[src/rtl/seg_sched_pkg.sv]
// Shared types and constants for the 7-segment display scheduler.
package seg_sched_pkg;

    localparam int NUM_DIGITS = 4;

    typedef logic [3:0]              digit_t;
    typedef logic [4*NUM_DIGITS-1:0] digits_t;

    typedef enum logic [1:0] {
        IDLE = 2'd0,
        OWN0 = 2'd1,
        OWN1 = 2'd2
    } state_e;

endpackage

[src/rtl/seg_refresh_timer.sv]
// Digit-scan prescaler: one scan_tick per REFRESH_DIV cycles, frame_done on the last digit slot.
module seg_refresh_timer
    import seg_sched_pkg::*;
#(
    parameter int REFRESH_DIV = 100000
) (
    input  logic       clk,
    input  logic       rst_n,
    output logic       scan_tick,
    output logic [1:0] digit_idx,
    output logic       frame_done
);

    localparam int              CW   = $clog2(REFRESH_DIV);
    localparam logic [CW-1:0]   LAST = CW'(REFRESH_DIV - 1);

    logic [CW-1:0] presc_q, presc_d;
    logic [1:0]    idx_q, idx_d;

    assign scan_tick  = (presc_q == LAST);
    assign frame_done = scan_tick && (idx_q == 2'(NUM_DIGITS - 1));
    assign digit_idx  = idx_q;

    // NOTE: every always_comb output gets a default first, so no path can infer a latch.
    always_comb begin
        presc_d = presc_q + CW'(1);
        idx_d   = idx_q;
        if (scan_tick) begin
            presc_d = '0;
            idx_d   = idx_q + 2'd1;
        end
    end

    // NOTE: state registers use non-blocking assignments so all flops update together.
    always_ff @(posedge clk) begin
        if (!rst_n) begin
            presc_q <= '0;
            idx_q   <= '0;
        end else begin
            presc_q <= presc_d;
            idx_q   <= idx_d;
        end
    end

endmodule

[src/rtl/seg_display_scheduler.sv]
// Round-robin owner of a shared 4-digit display, switching only at frame boundaries.
// Optional blink of the owned display is built when SEG_BLINK_EN is defined.
module seg_display_scheduler
    import seg_sched_pkg::*;
#(
    parameter int REFRESH_DIV  = 100000,
    parameter int HOLD_FRAMES  = 50
`ifdef SEG_BLINK_EN
    ,
    parameter int BLINK_FRAMES = 250
`endif
) (
    input  logic        clk,
    input  logic        rst_n,
    input  logic        req0,
    input  logic [15:0] digits0,
    input  logic        req1,
    input  logic [15:0] digits1,
`ifdef SEG_BLINK_EN
    input  logic        blink_en,
`endif
    output logic        gnt0,
    output logic        gnt1,
    output logic [3:0]  num0,
    output logic [3:0]  num1,
    output logic [3:0]  num2,
    output logic [3:0]  num3,
    output logic        scan_tick,
    output logic [1:0]  digit_idx,
    output logic        frame_done,
    output logic        blank
);

    localparam int            HW       = $clog2(HOLD_FRAMES + 1);
    localparam logic [HW-1:0] HOLD_MAX = HW'(HOLD_FRAMES);

    state_e        state_q, state_d;
    logic          last_q, last_d;
    logic [HW-1:0] hold_q, hold_d;
    digits_t       num_q, num_d;

    seg_refresh_timer #(
        .REFRESH_DIV (REFRESH_DIV)
    ) u_timer (
        .clk        (clk),
        .rst_n      (rst_n),
        .scan_tick  (scan_tick),
        .digit_idx  (digit_idx),
        .frame_done (frame_done)
    );

    always_comb begin
        state_d = state_q;
        last_d  = last_q;
        hold_d  = hold_q;
        num_d   = num_q;
        if (frame_done) begin
            case (state_q)
                IDLE: begin
                    if (req0 && req1)  state_d = last_q ? OWN0 : OWN1;
                    else if (req0)     state_d = OWN0;
                    else if (req1)     state_d = OWN1;
                end
                OWN0: begin
                    if (!req0)                           state_d = req1 ? OWN1 : IDLE;
                    else if (req1 && hold_q >= HOLD_MAX) state_d = OWN1;
                end
                OWN1: begin
                    if (!req1)                           state_d = req0 ? OWN0 : IDLE;
                    else if (req0 && hold_q >= HOLD_MAX) state_d = OWN0;
                end
                default: state_d = IDLE;
            endcase

            if (state_d != IDLE && state_d != state_q) begin
                last_d = (state_d == OWN1);
                hold_d = HW'(1);
            end else if (state_d != IDLE && hold_q < HOLD_MAX) begin
                hold_d = hold_q + HW'(1);
            end

            // The owner's digits are captured only here, so a frame never shows a mix.
            if (state_d == OWN0)      num_d = digits0;
            else if (state_d == OWN1) num_d = digits1;
        end
    end

    always_ff @(posedge clk) begin
        if (!rst_n) begin
            state_q <= IDLE;
            last_q  <= 1'b1;
            hold_q  <= '0;
            num_q   <= '0;
        end else begin
            state_q <= state_d;
            last_q  <= last_d;
            hold_q  <= hold_d;
            num_q   <= num_d;
        end
    end

    assign gnt0 = (state_q == OWN0);
    assign gnt1 = (state_q == OWN1);
    assign num0 = num_q[3:0];
    assign num1 = num_q[7:4];
    assign num2 = num_q[11:8];
    assign num3 = num_q[15:12];

`ifdef SEG_BLINK_EN
    localparam int            BW        = $clog2(BLINK_FRAMES + 1);
    localparam logic [BW-1:0] BLINK_MAX = BW'(BLINK_FRAMES - 1);

    logic [BW-1:0] blink_cnt_q, blink_cnt_d;
    logic          blink_off_q, blink_off_d;

    always_comb begin
        blink_cnt_d = blink_cnt_q;
        blink_off_d = blink_off_q;
        if (state_q == IDLE || !blink_en) begin
            blink_cnt_d = '0;
            blink_off_d = 1'b0;
        end else if (frame_done) begin
            if (blink_cnt_q == BLINK_MAX) begin
                blink_cnt_d = '0;
                blink_off_d = ~blink_off_q;
            end else begin
                blink_cnt_d = blink_cnt_q + BW'(1);
            end
        end
    end

    always_ff @(posedge clk) begin
        if (!rst_n) begin
            blink_cnt_q <= '0;
            blink_off_q <= 1'b0;
        end else begin
            blink_cnt_q <= blink_cnt_d;
            blink_off_q <= blink_off_d;
        end
    end

    assign blank = (state_q == IDLE) || blink_off_q;
`else
    assign blank = (state_q == IDLE);
`endif

endmodule

[config.mk]
export PLATFORM = sky130hd
export DESIGN_NAME = seg_display_scheduler
export DESIGN_NICKNAME = d
export VERILOG_FILES = /design/src/rtl/seg_sched_pkg.sv /design/src/rtl/seg_refresh_timer.sv /design/src/rtl/seg_display_scheduler.sv
export SDC_FILE = /design/constraint.sdc
export NUM_CORES = 1
export LEC_CHECK = 0
export BUFFER_PORTS_ARGS = -buffer_cell sky130_fd_sc_hd__buf_2
export CAP_MARGIN = 20
export CORE_MARGIN = 2
export CORE_UTILIZATION = 50
export CTS_BUF_LIST = sky130_fd_sc_hd__clkbuf_8
export DETAILED_ROUTE_END_ITERATION = 12
export PLACE_DENSITY = 0.76
export SLEW_MARGIN = 5
export SYNTH_ARGS = -nofsm -noshare
export SYNTH_HDL_FRONTEND = slang
export SYNTH_SLANG_ARGS = --single-unit
[constraint.sdc]
create_clock -name clk -period 4.1 [get_ports clk]
set_input_delay 0.205 -clock clk [delete_from_list [all_inputs] [get_ports clk]]
set_output_delay 0.205 -clock clk [all_outputs]
set_load 0.02 [all_outputs]
Yosys cells after proc, flatten, opt, wreduce, memory -nomap -nowiden --
Cells that the tools add are included.
Word-level totals: output and inout port bits 23, logic and storage cells 49, bits of input ports 36, bits in registers 44
Operators by class: bitwise gates (word level) 1, magnitude comparators 2, muxes and demuxes 16, add/sub/neg operators 3, reduce and logical (&&, ||, !) cells 14, equality and inequality tests 7
Operators by type and width (number):
- 16-bit two-way mux | 2
- 2-bit two-way mux | 10
- 17-bit by 1-bit adder with 17-bit output, second input constant | 1
- 17-bit equality test, second input constant | 1
- 6-bit two-way mux | 2
- 6-bit by 1-bit adder with 6-bit output, second input constant | 1
- 2-bit equality test, second input constant | 3
- 6-bit >= comparator, second input constant | 1
- 1-bit logical AND | 6
- 6-bit < comparator, second input constant | 1
- 2-bit case mux with 3 select lines | 1
- 2-bit AND reduction | 3
- 2-bit nonzero test | 3
- 2-bit by 1-bit equality test with 1-bit output, second input constant | 2
- 2-bit by 1-bit adder with 2-bit output, second input constant | 1
- 2-bit zero test | 1
- 2-bit inequality test | 1
- 2-bit OR reduction | 1
- 1-bit two-way mux | 1
- 1-bit NOT | 1

Logic depth before layout (Yosys ltp) --
Gate-level depths: netlist of run 1.
word-level depth 10, depth in mapped cells 13, mapped depth without buffers 11

Hierarchy --
Synthesis of run 1 repeated with hierarchy kept, for this count alone.
Second synthesis, totals: cell total of the unflattened synthesis 250, area, all modules 2263.4 um^2
By module, submodules not included:
- seg_display_scheduler | sequential area each 500.5 um^2, instances 1, area an instance 1357.6 um^2, cells an instance 151
- seg_refresh_timer | sequential area each 380.4 um^2, instances 1, area an instance 905.9 um^2, cells an instance 99

Least setup slack after synthesis of run 1 --
No wires, ideal clock.
path kind flip-flop to flip-flop, start point register hold_q[0], end point register num_q[10], period minus slack after synthesis 2.737 ns, arrival 2.621 ns, setup slack 1.363 ns, buffers on the path 2, stages on the path, launching flop included 14, required time 3.984 ns, setup time 0.116 ns, cell sequence dfxtp_1 -> inv_1 -> ha_1 -> nor4_2 -> o32ai_1 -> nand2_1 -> nand3_1 -> inv_1 -> ha_1 -> clkbuf_1 -> clkbuf_1 -> mux2_2 -> mux2i_1 -> nor2b_1
On the way: word-level cells in the longest chain between the ends 9, elaborated cells on any way between the ends 14, classes of those cells order compare (1); eq/ne (2); mux (7); reduce/logical (4)
RTL lines:
- start, declared | RTL line seg_display_scheduler.sv:39 | logic [HW-1:0] hold_q, hold_d;
- start signal, assigned | RTL line seg_display_scheduler.sv:97 | hold_q <= hold_d;
- 6-bit >= comparator * | RTL line seg_display_scheduler.sv:66, seg_display_scheduler.sv:70
- 1-bit logical AND, on equally long branches | RTL line seg_display_scheduler.sv:70, seg_display_scheduler.sv:66
- 2-bit two-way mux, on equally long branches | RTL line seg_display_scheduler.sv:70, seg_display_scheduler.sv:66
- 2-bit two-way mux, on equally long branches | RTL line seg_display_scheduler.sv:69, seg_display_scheduler.sv:65
- 2-bit case mux with 3 select lines * | RTL line seg_display_scheduler.sv:58 | case (state_q)
- 2-bit two-way mux * | RTL line seg_display_scheduler.sv:57 | if (frame_done) begin
- 2-bit equality test / 2-bit by 1-bit equality test with 1-bit output (equally long branches) | RTL line seg_display_scheduler.sv:84, seg_display_scheduler.sv:83
- 2-bit nonzero test (no line)
- 2-bit AND reduction (no line)
- end signal, assigned | RTL line seg_display_scheduler.sv:98 | num_q <= num_d;
- end, declared | RTL line seg_display_scheduler.sv:40 | digits_t num_q, num_d;
Every way passes the cells marked *; elsewhere a longest branch is shown, timed or not. The select of a mux whose other input is x is not followed. A chain may end at the register's enable or synchronous reset.

Final worst setup path of run 1 --
start point register hold_q[0], end point register num_q[9]
Same word-level chain as after synthesis.

==> results of run 1 <==
==> registers in the layout, summed over array words and instances (netlist names) <==
| register | flops |
|---|---|
| state_q | 2 |
| hold_q | 6 |
| num_q | 16 |
| last_q | 1 |
| u_timer.digit_idx | 2 |
| u_timer.presc_q | 17 |
==> path summary, 6_finish.rpt <==
check                           startpoint                       endpoint  slack (ps)  depth (start not counted)
min                             digits1[8]          num_q[8]$_SDFFE_PN0P_         300                          4
max                 hold_q[0]$_SDFFE_PN0P_          num_q[9]$_SDFFE_PN0P_        1170                         11
min reg2reg  u_timer.presc_q[0]$_SDFF_PP0_  u_timer.presc_q[0]$_SDFF_PP0_         450                          1
max reg2reg         hold_q[0]$_SDFFE_PN0P_          num_q[9]$_SDFFE_PN0P_        1170                         11
==> cells by family after synthesis <==
family / after synthesis / share of synthesized area (%)
buffers and inverters: 16 / 3.34
xor gates and xnor gates: 16 / 5.84
AOI/OAI and AO/OA: 21 / 6.46
DFF: 44 / 36.7
adders and majority gates: 7 / 3.65
and+or+nand+nor: 116 / 29.4
muxes: 33 / 14.6
==> per-layer routing <==
| layer | vias to the layer above | track usage [%] | wire (µm) |
|---|---|---|---|
| met3 | 7 | 4.12 | 244 |
| met1 | 866 | 23.6 | 2250 |
| met4 | 0 | 6.06 | 66 |
| met2 | 56 | 30.2 | 2100 |
| met5 | - | 0 | 0 |
| li1 | 995 | - | - |
==> cell usage in the layout (no fill, tap or decap), types with 8 or more instances in the layout <==
master    n
nand3_1  14
mux2_2   16
dfxtp_1  44
xor2_1   10
nand4_1   8
buf_2    58
mux2i_1  17
nor2_1   21
nor2b_1  22
nand2_1  18
==> power breakdown <==
| group | internal [mW] | switching (mW) |
|---|---|---|
| registers | 0.430 | 0.00189 |
| logic | 0.0336 | 0.0255 |
| clock network | 0.110 | 0.126 |
| total | 0.573 | 0.153 |
==> synthesized netlist by cell type (all sizes together) (7+ instances only) <==
library cell / count / area (µm²)
nand4: 9 / 71.3
mux2: 16 / 180
dfxtp: 44 / 881
ha: 7 / 87.6
mux2i: 17 / 170
nor2: 21 / 78.8
nor2b: 22 / 138
xor2: 10 / 87.6
nand2: 18 / 67.6
clkbuf: 8 / 30.0
nand3: 14 / 70.1
==> stage by stage <==
| step | total power, mW | util, % | worst slack [ps] |
|---|---|---|---|
| after floorplan | 0.479 | - | 1360 |
| after global placement | 0.500 | 58.1 | 1290 |
| after detailed placement | 0.501 | 58.1 | 1170 |
| after CTS | 0.737 | 59.6 | 1150 |
| after global routing | 0.757 | 59.6 | 834 |
| final | 0.726 | 59.6 | 1170 |
==> final cells by class <==
cell class	instances	area, µm²	share of cell area, %
inverter	6	22.5	0.811
tap	54	67.6	2.43
multi-input combinational	193	1440	51.8
timing repair buffer	59	298	10.7
clock buffer	5	68.8	2.48
sequential	44	881	31.7
==> critical path, cell delays in order, from the launching register on <==
cell	delay, ps
dfxtp_1	420
inv_1	70
ha_1	200
nor4_2	340
o32ai_1	170
nand2_1	90
nand3_1	160
inv_1	100
ha_1	620
mux2_2	410
mux2i_1	170
nor2b_1	70
==> results.py, run 1 <==
metrics = {
    "synthesis": {
        "syn_area_um2": 2400,
        "ys_seq_area_share_pct": 36.7,
        "synth_cells": 253,
        "syn-mean-instance-area_um2": 9.49,
        "async_flop_share_pct": 0,
        "yosysWarnings": 0,
        "synth_flop_cell": "dfxtp_1",
        "synth_cell_types": 45,
        "synth_seq_cells": 44,
        "synth_nets": 296,
        "synth-edff-count": 0,
    },
    "critical_path": {
        "setup.worst_path.end_class": "register",
        "crit_path_max_fanout": 16,
        "required_ps": 4280,
        "crit_type": "register to register",
        "worstPathArrival_ps": 3100,
        "startpoint_type": "register",
    },
    "floorplan": {
        "dieArea_um2": 5370,
        "initial_core_util_pct": 51.5,
        "placementRows": 25,
        "die_y_um": 73.3,
        "dieWidth_um": 73.3,
        "core_um2": 4660,
        "num_io_pins": 59,
    },
    "layout": {
        "layout-drive-gt1-share_pct": 30.0,
        "design_area_um2": 2780,
        "stdcell_count": 361,
        "nets": 352,
        "synthToLayoutAreaGrowth_pct": 15.7,
        "antenna_cells": 0,
        "fillers": 403,
    },
    "grt": {
        "gr-total-overflow": 0,
        "first_global_vias": 1771,
        "antenna_found_initial": 0,
        "track_usage_pct": 18.2,
        "grt_max_degree": 38,
        "grt_pass1_wl_um": 7810,
    },
    "drt": {
        "drc": 0,
        "drt-total-wl_um": 4660,
        "drt_iter0_drc": 73,
        "antenna_left": 0,
        "viasPerCell": 5.33,
        "drt_pass1_iterations": 4,
        "wire_per_inst_um": 12.9,
        "num_vias": 1924,
    },
    "clock_network": {
        "cts-buffers-inserted": 5,
        "post_cts_buffers": 0,
        "cts.path.max_buffers": 2,
        "root_buffer": "clkbuf_8",
        "cts_max_level": 2,
        "clk_latency_ps": 290,
        "clkTransAtPathRegs_ps": 70,
        "cts_tree": "built",
        "cts.sinks": 44,
        "cts_resized": 0,
        "ctsHoldBuffers": 0,
    },
    "timing": {
        "tns_ps": 0,
        "slew_violations": 0,
        "hold_slack_ps": 302,
        "clock.fmax_mhz": 342,
        "max_slew.worst_pin.slew_ps": 753,
        "hold_viol_final": 0,
        "fin_crit_sh_pct": 71.4,
        "setup_violations": 0,
        "rsz0062_at_grt": "false",
        "skew_ps": 3.10,
        "final.min_clock_period_ps": 2930,
        "relSlewSlack_pct": 49.1,
    },
    "place": {
        "place_inst": 356,
        "dp_hpwl_um": 3480,
        "port_buffers": 58,
        "postPlaceCellArea_um2": 2710,
        "place.gp.congestion": 0.880,
    },
    "power_and_ir_drop": {
        "ir_drop_mv": 0.143,
        "powerDensity_nw_per_um2": 261,
        "p_leak_nw": 1.11,
    },
    "worst_hold_path": {
        "hp-class": "primary input to register",
    },
    "run_status": {
        "status": "complete, no violations",
    },
    "flow_run": {
        "drv_cap": 0,
    },
}
Power figures use the tool's default switching activity.
==> run 2: changes to the inputs <==
clock period = 2.8 ns   (was 4.1 ns; I/O delays follow)
==> results.py, run 2 (synthesis gave the netlist of run 1 again) <==
metrics = {
    "layout": {
        "nets": 355,
        "fin_util_pct": 61.5,
        "antenna_cells": 0,
        "design_area_um2": 2870,
        "largest_reg_flops": 17,
        "fillers": 401,
        "mostFrequentLayoutCells": "58 x buf_2, 43 x dfxtp_1, 22 x nor2b_1, 21 x nor2_1, 18 x nand2_1",
        "reg_top3": "u_timer.presc_q (17), num_q (16), hold_q (6)",
        "layout-drive-gt1-share_pct": 31.6,
        "top_register": "u_timer.presc_q",
        "synthToLayoutAreaGrowth_pct": 19.3,
        "final_common_cell": "buf_2",
    },
    "worst_hold_path": {
        "hp-class": "primary input to register",
        "min_path_cells": 4,
        "hold_path.startpoint": "digits0[5]",
        "whs_endpoint": "num_q[5]$_SDFFE_PN0P_",
    },
    "critical_path": {
        "worstSetupStartpoint": "hold_q[0]$_SDFFE_PN0P_",
        "worstPathArrival_ps": 2730,
        "reg2reg_from": "hold_q[0]$_SDFFE_PN0P_",
        "cp_num_buf_inv": 3,
        "crit_type": "register to register",
        "setup.worst_path.end_class": "register",
        "required_ps": 2990,
        "r2r-end": "num_q[6]$_SDFFE_PN0P_",
        "cp_top_family": "simple AND/OR/NAND/NOR gates",
        "reg2regPathDepth": 12,
        "cpPeakStageDelay_ps": 380,
        "crit_path_max_fanout": 16,
        "crit_chain": "inv_1 -> ha_1 -> nor4_4 -> nor3b_1 -> o21ai_0 -> nand4_1 -> ha_1 -> inv_1 -> nor3_4 -> buf_12 -> mux2i_1 -> nor2b_1",
        "reg2reg_slack_ps": 260,
        "crit_slowest_cell": "dfxtp_2",
        "startpoint_type": "register",
    },
    "run_status": {
        "status": "complete, no violations",
    },
    "clock_network": {
        "cts_resized": 0,
        "cts.sinks": 44,
        "cts_max_level": 2,
        "root_buffer": "clkbuf_8",
        "clk_latency_ps": 290,
        "clkTransAtPathRegs_ps": 80,
        "cts-buffers-inserted": 5,
        "post_cts_buffers": 0,
        "cts_tree": "built",
        "ctsHoldBuffers": 0,
        "cts.path.max_buffers": 2,
    },
    "floorplan": {
        "die_y_um": 73.3,
        "dieWidth_um": 73.3,
        "core_um2": 4660,
        "dieArea_um2": 5370,
        "initial_core_util_pct": 51.5,
        "placementRows": 25,
        "num_io_pins": 59,
    },
    "drt": {
        "drc": 0,
        "drt_iter0_drc": 116,
        "drt-total-wl_um": 4650,
        "drt_pass1_iterations": 4,
        "wl_met3_um": 263,
        "num_vias": 1970,
        "antenna_left": 0,
        "wirelength_met1_um": 2250,
        "highest_layer": "met4",
        "viasPerCell": 5.37,
        "wire_per_inst_um": 12.7,
        "wl_met2_um": 2120,
    },
    "grt": {
        "track_usage_pct": 17.8,
        "first_global_vias": 1746,
        "grt_pass1_wl_um": 7620,
        "grt_max_degree": 38,
        "gr-total-overflow": 0,
        "antenna_found_initial": 0,
    },
    "place": {
        "dp_slack_ps": 91.8,
        "postPlaceCellArea_um2": 2740,
        "dp_hpwl_um": 3370,
        "place.gp.congestion": 0.896,
        "port_buffers": 58,
    },
    "power_and_ir_drop": {
        "p_leak_nw": 1.15,
        "ir_drop_mv": 0.245,
        "powerDensity_nw_per_um2": 417,
    },
    "timing": {
        "hold_slack_ps": 234,
        "setup_violations": 0,
        "clock.fmax_mhz": 393,
        "fin_crit_sh_pct": 90.9,
        "tns_ps": 0,
        "relSlewSlack_pct": 53.7,
        "slew_violations": 0,
        "max_slew.worst_pin.slew_ps": 685,
        "fin_ws_ps": 256,
        "hold_viol_final": 0,
        "final.min_clock_period_ps": 2540,
        "rsz0062_at_grt": "false",
        "skew_ps": 7.13,
    },
    "flow_run": {
        "drv_cap": 0,
    },
}
[run 2: cell count changes in the layout (fill, tap and decap cells not counted)]
cell,before,now
nor4_4,2,3
clkinv_2,0,1
dfxtp_1,44,43
buf_12,0,1
buf_4,1,3
clkinvlp_4,0,1
nor4_2,1,0
dfxtp_2,0,1
bufinv_16,0,1
[run 2: worst register-to-register path: stages, from the launching register on]
cell,delay (ps)
dfxtp_2,380
inv_1,50
ha_1,220
nor4_4,230
nor3b_1,120
o21ai_0,160
nand4_1,200
ha_1,330
inv_1,60
nor3_4,210
buf_12,200
mux2i_1,230
nor2b_1,70
[run 2: worst max path at each step]
stage | endpoint | slack, ps | depth (start not counted)
floorplan | num_q[10]$_SDFFE_PN0P_ | 60 | 13
global placement | num_q[15]$_SDFFE_PN0P_ | 230 | 12
detailed placement | num_q[6]$_SDFFE_PN0P_ | 90 | 12
CTS | num_q[6]$_SDFFE_PN0P_ | 90 | 12
global route | num_q[15]$_SDFFE_PN0P_ | 30 | 12
finish | num_q[6]$_SDFFE_PN0P_ | 260 | 12
[run 2: metal layers]
layer	track usage, %	up-vias
met5	0	-
met4	5.25	0
met3	3.29	2
met2	28.7	62
met1	24.3	892
li1	-	1014
[run 2: area by class of cell]
type,instances,area (µm²),area share (%)
repair buffers,62,333,11.6
multi-input cells,193,1450,50.6
well taps,54,67.6,2.36
clock buffers,5,68.8,2.40
clock inverters,3,42.5,1.48
inverters,6,22.5,0.786
flip-flops and latches,44,882,30.8
[run 2: through the flow]
stage,cells,total power [mW]
2_1_floorplan,253,0.701
3_3_place_gp,359,0.733
3_5_place_dp,359,0.734
4_1_cts,367,1.21
5_1_grt,367,1.24
6_report,367,1.19
[run 2: power by group]
| group | switching [mW] | internal (mW) | total [mW] |
|---|---|---|---|
| clock | 0.211 | 0.264 | 0.475 |
| sequential | 0.00279 | 0.629 | 0.631 |
| combinational | 0.0377 | 0.0497 | 0.0874 |
==> run 3: changes to the inputs <==
RECOVER_POWER = 50   (was default)
==> results.py, run 3 (synthesis gave the netlist of run 1 again) <==
metrics = {
    "power_and_ir_drop": {
        "netSwitchingFraction_pct": 21.1,
        "powerDensity_nw_per_um2": 423,
        "ir_drop_mv": 0.246,
        "seqPwrFrac_pct": 52.9,
        "intPower_mw": 0.942,
        "p_leak_nw": 1.06,
        "power_mw": 1.19,
        "p_sw_mw": 0.252,
        "p_clk_share_pct": 39.8,
        "comb_power_share_pct": 7.3,
    },
    "floorplan": {
        "dieArea_um2": 5370,
        "placementRows": 25,
        "num_io_pins": 59,
        "die_y_um": 73.3,
        "initial_core_util_pct": 51.5,
        "core_um2": 4660,
        "dieWidth_um": 73.3,
    },
    "timing": {
        "fin_ws_ps": 252,
        "rsz0062_at_grt": "false",
        "skew_ps": 6.53,
        "relSlewSlack_pct": 54.0,
        "slew_violations": 0,
        "tns_ps": 0,
        "hold_viol_final": 0,
        "clock.fmax_mhz": 393,
        "fin_crit_sh_pct": 91.0,
        "setup_violations": 0,
        "max_slew.worst_pin.slew_ps": 681,
        "final.min_clock_period_ps": 2550,
    },
    "drt": {
        "drt_pass1_iterations": 4,
        "antenna_left": 0,
        "num_vias": 1962,
        "drt-total-wl_um": 4670,
        "wire_per_inst_um": 12.7,
        "viasPerCell": 5.35,
        "drt_iter0_drc": 128,
        "drc": 0,
    },
    "critical_path": {
        "setup.worst_path.end_class": "register",
        "reg2regPathDepth": 12,
        "startpoint_type": "register",
        "required_ps": 2990,
        "crit_path_max_fanout": 16,
        "crit_type": "register to register",
        "worstPathArrival_ps": 2740,
    },
    "layout": {
        "top_register": "u_timer.presc_q",
        "largest_reg_flops": 17,
        "reg_top3": "u_timer.presc_q (17), num_q (16), hold_q (6)",
        "nets": 355,
        "antenna_cells": 0,
        "layout-drive-gt1-share_pct": 24.6,
        "final_common_cell": "dfxtp_1",
        "mostFrequentLayoutCells": "43 x dfxtp_1, 37 x buf_2, 22 x nor2b_1, 21 x nor2_1, 21 x clkbuf_1",
        "synthToLayoutAreaGrowth_pct": 17.6,
        "fin_util_pct": 60.6,
    },
    "grt": {
        "grt_pass1_wl_um": 7620,
        "track_usage_pct": 17.8,
        "grt_max_degree": 38,
        "antenna_found_initial": 0,
        "gr-total-overflow": 0,
        "first_global_vias": 1746,
    },
    "clock_network": {
        "post_cts_buffers": 0,
        "ctsHoldBuffers": 0,
        "clkTransAtPathRegs_ps": 80,
        "cts.path.max_buffers": 2,
        "clk_latency_ps": 290,
        "cts_tree": "built",
        "cts.sinks": 44,
        "cts_resized": 0,
        "root_buffer": "clkbuf_8",
        "cts_max_level": 2,
        "cts-buffers-inserted": 5,
    },
    "run_status": {
        "status": "complete, no violations",
    },
    "worst_hold_path": {
        "hp-class": "primary input to register",
        "min_path_cells": 4,
    },
    "place": {
        "dp_hpwl_um": 3370,
        "dp_slack_ps": 91.8,
        "place.gp.congestion": 0.896,
        "port_buffers": 58,
    },
    "flow_run": {
        "drv_cap": 0,
    },
}
[run 3: final timing paths]
kind | end | start | slack [ps]
max | num_q[6]$_SDFFE_PN0P_ | hold_q[0]$_SDFFE_PN0P_ | 250
min reg2reg | u_timer.presc_q[0]$_SDFF_PP0_ | u_timer.presc_q[0]$_SDFF_PP0_ | 450
min | num_q[2]$_SDFFE_PN0P_ | digits0[2] | 230
max reg2reg | num_q[6]$_SDFFE_PN0P_ | hold_q[0]$_SDFFE_PN0P_ | 250
[run 3: per-stage QoR]
step                hold slack, ps  std cells  instance area [µm²]
detailed placement             442        359                 2740
global route                   243        367                 2820
finish                         233        367                 2820
CTS                            223        367                 2860
floorplan                      390        253                 2400
global placement               427        359                 2740
[run 3: layout make-up]
type	instances	area (µm²)
Inverter	6	22.5
Tap cell	54	67.6
Clock buffer	5	68.8
Multi-Input combinational cell	193	1430
Clock inverter	3	42.5
Fill cell	412	1840
Sequential cell	44	882
Timing Repair Buffer	62	307
[run 3: per-layer routing]
metal / vias to the layer above / wire [µm] / global-route usage (%)
li1: 1009 / - / -
met1: 883 / 2250 / 24.3
met2: 66 / 2110 / 28.7
met3: 4 / 292 / 3.29
met4: 0 / 27 / 5.25
met5: - / 0 / 0
[run 3: power by group through the flow]
stage          sequential, mW  clock, mW  combinational (mW)
3_3_place_gp            0.646          0              0.0870
6_report                0.631      0.476              0.0874
3_5_place_dp            0.646          0              0.0875
2_1_floorplan           0.646          0              0.0551
4_1_cts                 0.632      0.492              0.0881
5_1_grt                 0.632      0.514              0.0971
[run 3: worst max-delay path, cell delays in order, from the launching register on]
cell     delay, ps
dfxtp_2        380
inv_1           50
ha_1           220
nor4_4         230
nor3b_1        120
o21ai_0        160
nand4_1        200
ha_1           330
inv_1           60
nor3_4         210
buf_12         200
mux2i_1        220
nor2b_1         70
